<file path="src/rtl/rram_pulse_ctrl.sv">
// rram_pulse_ctrl
// ---------------------------------------------------------------------------
// Pulse sequencer for an RRAM 1T1R test structure. It takes one
// FORM / SET / RESET / READ command at a time and walks it through these
// phases: SETUP (selects only), PULSE (one drive), HOLD (selects only), DONE
// (one-cycle response). Every wordline, source-line and drive enable is
// decoded from the FSM state, so a reset clears them at the next edge.
//
// Optional feature (compile macro RRAM_VERIFY_EN): after the HOLD of a write,
// the FSM runs a verify read (VSETUP / VREAD / VHOLD). The sense value sampled
// at the end of VREAD becomes the response data.
//
// Ports
//   wb_clk_i   in   clock
//   wb_rst_i   in   synchronous active-high reset
//   cmd_valid  in   command request
//   cmd_ready  out  high only in IDLE
//   cmd_op     in   2  00 READ, 01 SET, 10 RESET, 11 FORM
//   cmd_row    in   1  wordline select (0 -> WL0, 1 -> WL1)
//   cmd_col    in   2  source-line device index
//   cmd_width  in   PW_W  pulse width in cycles (0 is treated as 1)
//   sense_in   in   sense comparator (1 = low resistance)
//   wl_en      out  2  one-hot wordline enable
//   sl_sel     out  4  one-hot source-line select
//   te_drive   out  top-electrode drive (SET, FORM)
//   sl_drive   out  source-line drive (RESET)
//   read_en    out  read bias enable
//   busy       out  high whenever the FSM is not IDLE
//   rsp_valid  out  one-cycle response strobe
//   rsp_data   out  sampled sense value, held until the next DONE
// ---------------------------------------------------------------------------
module rram_pulse_ctrl #(
  parameter int PW_W      = 16,
  parameter int SETUP_CYC = 4,
  parameter int HOLD_CYC  = 4,
  parameter int READ_CYC  = 2
) (
  input  logic            wb_clk_i,
  input  logic            wb_rst_i,
  input  logic            cmd_valid,
  output logic            cmd_ready,
  input  logic [1:0]      cmd_op,
  input  logic            cmd_row,
  input  logic [1:0]      cmd_col,
  input  logic [PW_W-1:0] cmd_width,
  input  logic            sense_in,
  output logic [1:0]      wl_en,
  output logic [3:0]      sl_sel,
  output logic            te_drive,
  output logic            sl_drive,
  output logic            read_en,
  output logic            busy,
  output logic            rsp_valid,
  output logic            rsp_data
);

  typedef enum logic [1:0] {
    OP_READ  = 2'b00,
    OP_SET   = 2'b01,
    OP_RESET = 2'b10,
    OP_FORM  = 2'b11
  } op_e;

`ifdef RRAM_VERIFY_EN
  typedef enum logic [2:0] {
    S_IDLE, S_SETUP, S_PULSE, S_HOLD, S_VSETUP, S_VREAD, S_VHOLD, S_DONE
  } state_e;
  localparam logic [PW_W-1:0] READ_LOAD  = PW_W'(READ_CYC - 1);
`else
  typedef enum logic [2:0] {
    S_IDLE, S_SETUP, S_PULSE, S_HOLD, S_DONE
  } state_e;
`endif

  // Each phase counter is loaded with (length - 1) and the phase ends when
  // the counter reads zero. One PW_W-bit down-counter serves every phase.
  localparam logic [PW_W-1:0] SETUP_LOAD = PW_W'(SETUP_CYC - 1);
  localparam logic [PW_W-1:0] HOLD_LOAD  = PW_W'(HOLD_CYC - 1);
  localparam logic [PW_W-1:0] ONE        = PW_W'(1);

  if (SETUP_CYC < 1 || HOLD_CYC < 1 || READ_CYC < 1) begin : g_bad_param
    $error("rram_pulse_ctrl: SETUP_CYC, HOLD_CYC and READ_CYC must be >= 1");
  end

  state_e          state, state_d;
  logic [PW_W-1:0] cnt, cnt_d;
  op_e             op_q;
  logic            row_q;
  logic [1:0]      col_q;
  logic [PW_W-1:0] width_q;
  logic            sense_q;
  logic            rsp_next;

  logic            accept;
  logic            sample;
  logic            enter_done;
  logic            sel_on;

  // NOTE: sequential state uses non-blocking assignments only, so every
  // register samples the values from before the edge regardless of order.
  always_ff @(posedge wb_clk_i) begin
    if (wb_rst_i) begin
      state    <= S_IDLE;
      cnt      <= '0;
      op_q     <= OP_READ;
      row_q    <= 1'b0;
      col_q    <= 2'b00;
      width_q  <= ONE;
      sense_q  <= 1'b0;
      rsp_data <= 1'b0;
    end else begin
      state <= state_d;
      cnt   <= cnt_d;
      if (accept) begin
        op_q    <= op_e'(cmd_op);
        row_q   <= cmd_row;
        col_q   <= cmd_col;
        width_q <= (cmd_width == '0) ? ONE : cmd_width;
      end
      if (sample) begin
        sense_q <= sense_in;
      end
      if (enter_done) begin
        rsp_data <= rsp_next;
      end
    end
  end

`ifdef RRAM_VERIFY_EN
  // Reads report their pulse sample. Writes report their verify sample.
  // Both values land in sense_q.
  assign rsp_next = sense_q;
`else
  assign rsp_next = (op_q == OP_READ) ? sense_q : 1'b0;
`endif

  // NOTE: every signal driven here gets a default before the case statement,
  // so no path leaves a value unassigned and no latch is inferred.
  always_comb begin
    state_d    = state;
    cnt_d      = cnt;
    accept     = 1'b0;
    sample     = 1'b0;
    enter_done = 1'b0;
    sel_on     = 1'b0;
    cmd_ready  = 1'b0;
    busy       = 1'b1;
    rsp_valid  = 1'b0;
    te_drive   = 1'b0;
    sl_drive   = 1'b0;
    read_en    = 1'b0;

    case (state)
      S_IDLE: begin
        cmd_ready = 1'b1;
        busy      = 1'b0;
        if (cmd_valid) begin
          accept  = 1'b1;
          state_d = S_SETUP;
          cnt_d   = SETUP_LOAD;
        end
      end

      S_SETUP: begin
        sel_on = 1'b1;
        if (cnt == '0) begin
          state_d = S_PULSE;
          cnt_d   = width_q - ONE;
        end else begin
          cnt_d = cnt - ONE;
        end
      end

      S_PULSE: begin
        sel_on = 1'b1;
        case (op_q)
          OP_READ:  read_en  = 1'b1;
          OP_RESET: sl_drive = 1'b1;
          default:  te_drive = 1'b1;
        endcase
        if (cnt == '0) begin
          // The sense comparator is sampled on the last pulse cycle of a read.
          sample  = (op_q == OP_READ);
          state_d = S_HOLD;
          cnt_d   = HOLD_LOAD;
        end else begin
          cnt_d = cnt - ONE;
        end
      end

      S_HOLD: begin
        sel_on = 1'b1;
        if (cnt == '0) begin
`ifdef RRAM_VERIFY_EN
          if (op_q != OP_READ) begin
            state_d = S_VSETUP;
            cnt_d   = SETUP_LOAD;
          end else begin
            state_d    = S_DONE;
            enter_done = 1'b1;
          end
`else
          state_d    = S_DONE;
          enter_done = 1'b1;
`endif
        end else begin
          cnt_d = cnt - ONE;
        end
      end

`ifdef RRAM_VERIFY_EN
      S_VSETUP: begin
        sel_on = 1'b1;
        if (cnt == '0) begin
          state_d = S_VREAD;
          cnt_d   = READ_LOAD;
        end else begin
          cnt_d = cnt - ONE;
        end
      end

      S_VREAD: begin
        sel_on  = 1'b1;
        read_en = 1'b1;
        if (cnt == '0) begin
          sample  = 1'b1;
          state_d = S_VHOLD;
          cnt_d   = HOLD_LOAD;
        end else begin
          cnt_d = cnt - ONE;
        end
      end

      S_VHOLD: begin
        sel_on = 1'b1;
        if (cnt == '0) begin
          state_d    = S_DONE;
          enter_done = 1'b1;
        end else begin
          cnt_d = cnt - ONE;
        end
      end
`endif

      S_DONE: begin
        rsp_valid = 1'b1;
        state_d   = S_IDLE;
      end

      default: begin
        state_d = S_IDLE;
      end
    endcase
  end

  // The selects come from registered fields and sel_on is flat over
  // SETUP..HOLD. They therefore cannot move while a drive is active.
  assign wl_en  = sel_on ? (2'b01 << row_q)   : 2'b00;
  assign sl_sel = sel_on ? (4'b0001 << col_q) : 4'b0000;

endmodule
</file>
<file path="config.mk">
export PLATFORM = sky130hd
export DESIGN_NAME = rram_pulse_ctrl
export DESIGN_NICKNAME = d
export VERILOG_FILES = /design/src/rtl/rram_pulse_ctrl.sv
export SDC_FILE = /design/constraint.sdc
export NUM_CORES = 1
export LEC_CHECK = 0
export CORE_ASPECT_RATIO = 0.8
export CORE_UTILIZATION = 45
export DETAILED_ROUTE_END_ITERATION = 8
export GPL_ROUTABILITY_DRIVEN = 0
export PLACE_DENSITY_LB_ADDON = 0.08
export REMOVE_ABC_BUFFERS = 1
export SLEW_MARGIN = 30
export SYNTH_ARGS = -nofsm -noshare
export SYNTH_HDL_FRONTEND = slang
export SYNTH_SLANG_ARGS = --single-unit
</file>
<file path="constraint.sdc">
create_clock -name wb_clk_i -period 3.46 [get_ports wb_clk_i]
set_clock_uncertainty 0.2 [all_clocks]
set_input_delay 0.346 -clock wb_clk_i [delete_from_list [all_inputs] [get_ports wb_clk_i]]
set_output_delay 0.346 -clock wb_clk_i [all_outputs]
set_load 0.02 [all_outputs]
</file>
Yosys cells after proc, flatten, opt, wreduce, memory -nomap -nowiden
Index checks and enable logic that the tools add are counted.
{"block": "classes", "muxes": 30, "reduce_logical": 9, "shift": 2, "eq_ne": 10, "add_sub_neg": 2}
{"cell": "two-way mux 16 bit", "n": 5}
{"cell": "case mux 16 bit (4 select lines)", "n": 1}
{"cell": "zero test 16 bit", "n": 2}
{"cell": "subtractor 16 x 1 -> 16 bit (second input constant)", "n": 2}
{"cell": "two-way mux 1 bit", "n": 17}
{"cell": "two-way mux 3 bit", "n": 4}
{"cell": "case mux 3 bit (4 select lines)", "n": 1}
{"cell": "inequality test 2 bit (second input constant)", "n": 5}
{"cell": "equality test 3 x 2 -> 1 bit (second input constant)", "n": 2}
{"cell": "two-way mux 4 bit", "n": 1}
{"cell": "AND reduction 4 bit", "n": 1}
{"cell": "nonzero test 4 bit", "n": 1}
{"cell": "<< shifter 1 x 2 -> 4 bit (first input constant)", "n": 1}
{"cell": "equality test 3 x 1 -> 1 bit (second input constant)", "n": 1}
{"cell": "equality test 3 bit (second input constant)", "n": 1}
{"cell": "zero test 3 bit", "n": 1}
{"cell": "AND reduction 3 bit", "n": 1}
{"cell": "OR reduction 3 bit", "n": 1}
{"cell": "equality test 2 bit (second input constant)", "n": 1}
{"cell": "zero test 2 bit", "n": 1}
{"cell": "two-way mux 2 bit", "n": 1}
{"cell": "OR reduction 2 bit", "n": 1}
{"cell": "<< shifter 1 x 1 -> 2 bit (first input constant)", "n": 1}
{"block": "totals", "out_inout_bits": 13, "in_bits": 25, "reg_bits": 42, "wordCells": 61}

Longest topological paths before layout
{"block": "depth", "depth_word": 4, "depth_mapped": 9, "mapped_depth_nobuf": 7}

Least setup slack after synthesis
OpenSTA, ideal clock, no wires.
{"block": "synth_path", "path_type": "register -> register", "startpoint": "reg cnt[0]", "endpoint": "reg cnt[12]", "n_path_buf": 2, "stages_incl_launch_ff": 9, "arrival_ps": 2252, "setup_time_ps": 73, "synth_period_minus_slack_ps": 2525, "path_slack_ps": 935, "required_ps": 3187, "cell_sequence": "dfxtp_1 > inv_1 > ha_1 > or4b_1 > or4_4 > buf_6 > or3_4 > buf_6 > o211ai_2"}
{"block": "synth_via", "elab_chain_cells": 3, "elab_cells_between_ends": 8, "cone_classes": "add/sub (1); eq/ne (1); mux (4); reduce/logical (2)"}
{"element": "start, declared", "line_no": "86", "text": "logic [PW_W-1:0] cnt, cnt_d;"}
{"element": "start signal, assigned", "line_no": "113", "text": "cnt <= cnt_d;"}
{"element": "subtractor 16 x 1 -> 16 bit / zero test 16 bit (equally long branches)"}
{"element": "two-way mux 16 bit (tied with other cells)", "line_no": "193", "text": "if (cnt == '0) begin"}
{"element": "case mux 16 bit (4 select lines) / AND reduction 3 bit (equally long branches)"}
Several ways; a longest one is shown, not always the timed one. The select of a mux whose other input is x is not followed.
A chain may end at the register's enable or synchronous reset.

Worst setup path in the final report
{"block": "layout_path", "startpoint": "reg cnt[0]", "endpoint": "reg cnt[2]"}
Same word-level chain as after synthesis.

==> reports/results.ini <==
[run_status]
status=completed

[sta]
setup_slack_ns=0.609
min_period_ns=2.85
tightest_slew_ns=0.713
maxSlewHeadroom=0.524
timing.fmax_ghz=0.351
post-route-period-util=0.824
setup_tns_ns=0
whs_ns=0.264
finalHoldViolCount=0
slew_viol_final=0
setup_viol=0
rsz0062_at_grt=no

[placement]
numPlacedInstances=387
dpl_worst_slack_ns=0.636
place_area_sq_mm=0.00277
hpwl_microns=4220
placement.io_buffers=37

[worst_setup_path]
worstRegToRegCells=7
cp_num_buf_inv=1
crit_path_start_kind=flip-flop
worstPathMaxFanout=15
path_class=reg -> reg
worstPathCellList=inv_1, ha_1, or4b_1, or4_4, o22ai_2, o21ai_0, o31ai_1
slowest_stage=or4_4
r2r_slack_ns=0.61
crit_required_ns=3.48
r2r_start=cnt[0]
critPathMaxStageDelay_ns=0.62
end_kind=flip-flop
worst_ep_arrival_time_ns=2.87
crit_family=simple AND/OR/NAND/NOR gates
worstReg2RegEnd=cnt[2]

[detailed_routing]
ant_nets=0
drt-initial-drc-count=200
wl_microns=5870
vias=2228
route.detailed.drc=0
dr.pass1.iters=4
via_per_inst=5.64
detail_route.wl_per_cell_microns=14.9

[clock_tree]
cts-resized-gates=0
root_buffer=clkbuf_8
cts_tree=done
cts_setup_buffers=0
clk_latency_ns=0.30
clock_path_buffers=2
h-tree-depth=2
numCtsBuffers=5
cts.sinks=42
hold_buffers=0
path_clk_slew_ns=0.08

[die]
die_w_microns=83.4
core_sq_mm=0.00506
start_util=0.471
fp.dieH_microns=67.1
std_cell_rows=23
dieArea_sq_mm=0.00560
io_pins=38

[yosys]
synth_area_sq_mm=0.00239
synth_commonest_cells=nand2_1 (47), dfxtp_1 (42), a21oi_1 (26)
synth.largest_area_cell=dfxtp_1
yosys.cell_types.count=48
synth_edf_count=0
synth_area_leaders=dfxtp_1 (35%), nand2_1 (7.4%), a21oi_1 (5.5%)
seq_area_frac_synth=0.352
yosys_warnings=0
synth-main-ff-cell=dfxtp_1
async_reset_ff_frac=0
synth.ff_latch_count=42
synth_top_area_share=0.352
yosys.cell_count.top_type=nand2_1
syn-instance-count=305
syn_area_per_cell_sq_um=7.82

[worst_hold_path]
hold_depth=2
worstHoldStart=sense_q
holdPathEnd=sense_q
hold_path.class=reg -> reg

[layout]
final_util=0.565
multi_input_area_sq_mm=0.00143
fin_area_sq_mm=0.00286
seq_area_sq_um=841
finalNonFillerCells=395
filler_cell_count=492
areaGrowthSynthToFinish_pct=20.0
final_layout_size_suffix_gt1_frac=0.0721
nNetsFinal=360
antenna_cells=0

[global_routing]
grt_pass1_vias=1881
grt_pass1_wl_microns=9360
grt_use_total=0.215
grt_max_degree=23
gr-total-overflow=0
antenna_found_initial=0

[job]
drv_cap=0

[power]
p_total_mw=2.63
power_density_mw_per_mm2=918
ir_drop_mv=0.606
power_leakage_nw=1.02

[power by group]
group / total (mW) / internal (mW) / switching, mW
combinational: 1.49 / 0.589 / 0.906
clock: 0.336 / 0.161 / 0.174
sequential: 0.798 / 0.633 / 0.165
total: 2.63 / 1.38 / 1.25
[placed cells by master, fill, tap and decap left out, types with 2 or more instances in the layout]
cell              n
nand2_1          47
nand3_1           2
dfxtp_1          42
nand2b_1          4
or3_1             9
nor4_1           14
and2_1            5
nor2_1           19
a211oi_1          7
inv_1             6
a21oi_1          26
o31ai_1           5
nand3b_1          6
or4_1             7
a211o_1           3
nor2b_1           2
o21ai_1          11
buf_4             4
xor2_1            7
nor3b_1           3
clkdlybuf4s50_1  37
or2_2             2
ha_1              3
xnor2_1           8
nor4b_1           3
o211ai_2          5
o21ai_0           5
clkbuf_8          6
nor3_1           15
[state kept, by name, indices dropped and copies added (netlist names)]
name and cells:
cnt 16, width_q 16, state 3, col_q 2
op_q 2, row_q 1, rsp_data 1, sense_q 1
[worst max-delay path by stage]
stage,endpoint,cells after the start,start
5_1_grt,cnt[1],7,cnt[0]
3_5_place_dp,cnt[13],7,cnt[0]
6_report,cnt[2],7,cnt[0]
4_1_cts,cnt[2],7,cnt[0]
2_1_floorplan,cnt[9],7,cnt[0]
3_3_place_gp,cnt[2],7,cnt[0]
[metal layers]
layer  track usage  vias up  wire [microns]
met5             0        -               0
met1         0.321     1009            3190
li1              -     1161               -
met4        0.0614        0              61
met2         0.299       52            2290
met3        0.0587        6             326
[logic make-up after synthesis]
family	Yosys count	share of synthesized area
simple gates	147	0.331
buf+inv	27	0.0514
compound gates	71	0.194
flops	42	0.352
fa+ha+maj	3	0.0157
xor+xnor	15	0.0551
[worst register-to-register path: stages, from the launching register on]
cell and delay, ns:
dfxtp_1 0.32, inv_1 0.13, ha_1 0.15, or4b_1 0.50, or4_4 0.62, o22ai_2 0.56
o21ai_0 0.20, o31ai_1 0.09
[final cells by class]
class	instances	area share
Sequential cell	42	0.294
Clock inverter	1	0.00175
Inverter	6	0.00786
Multi-Input combinational cell	236	0.500
Tap cell	62	0.0271
Timing Repair Buffer	41	0.140
Clock buffer	7	0.0301
No activity file was read; power rests on OpenSTA's default activity.
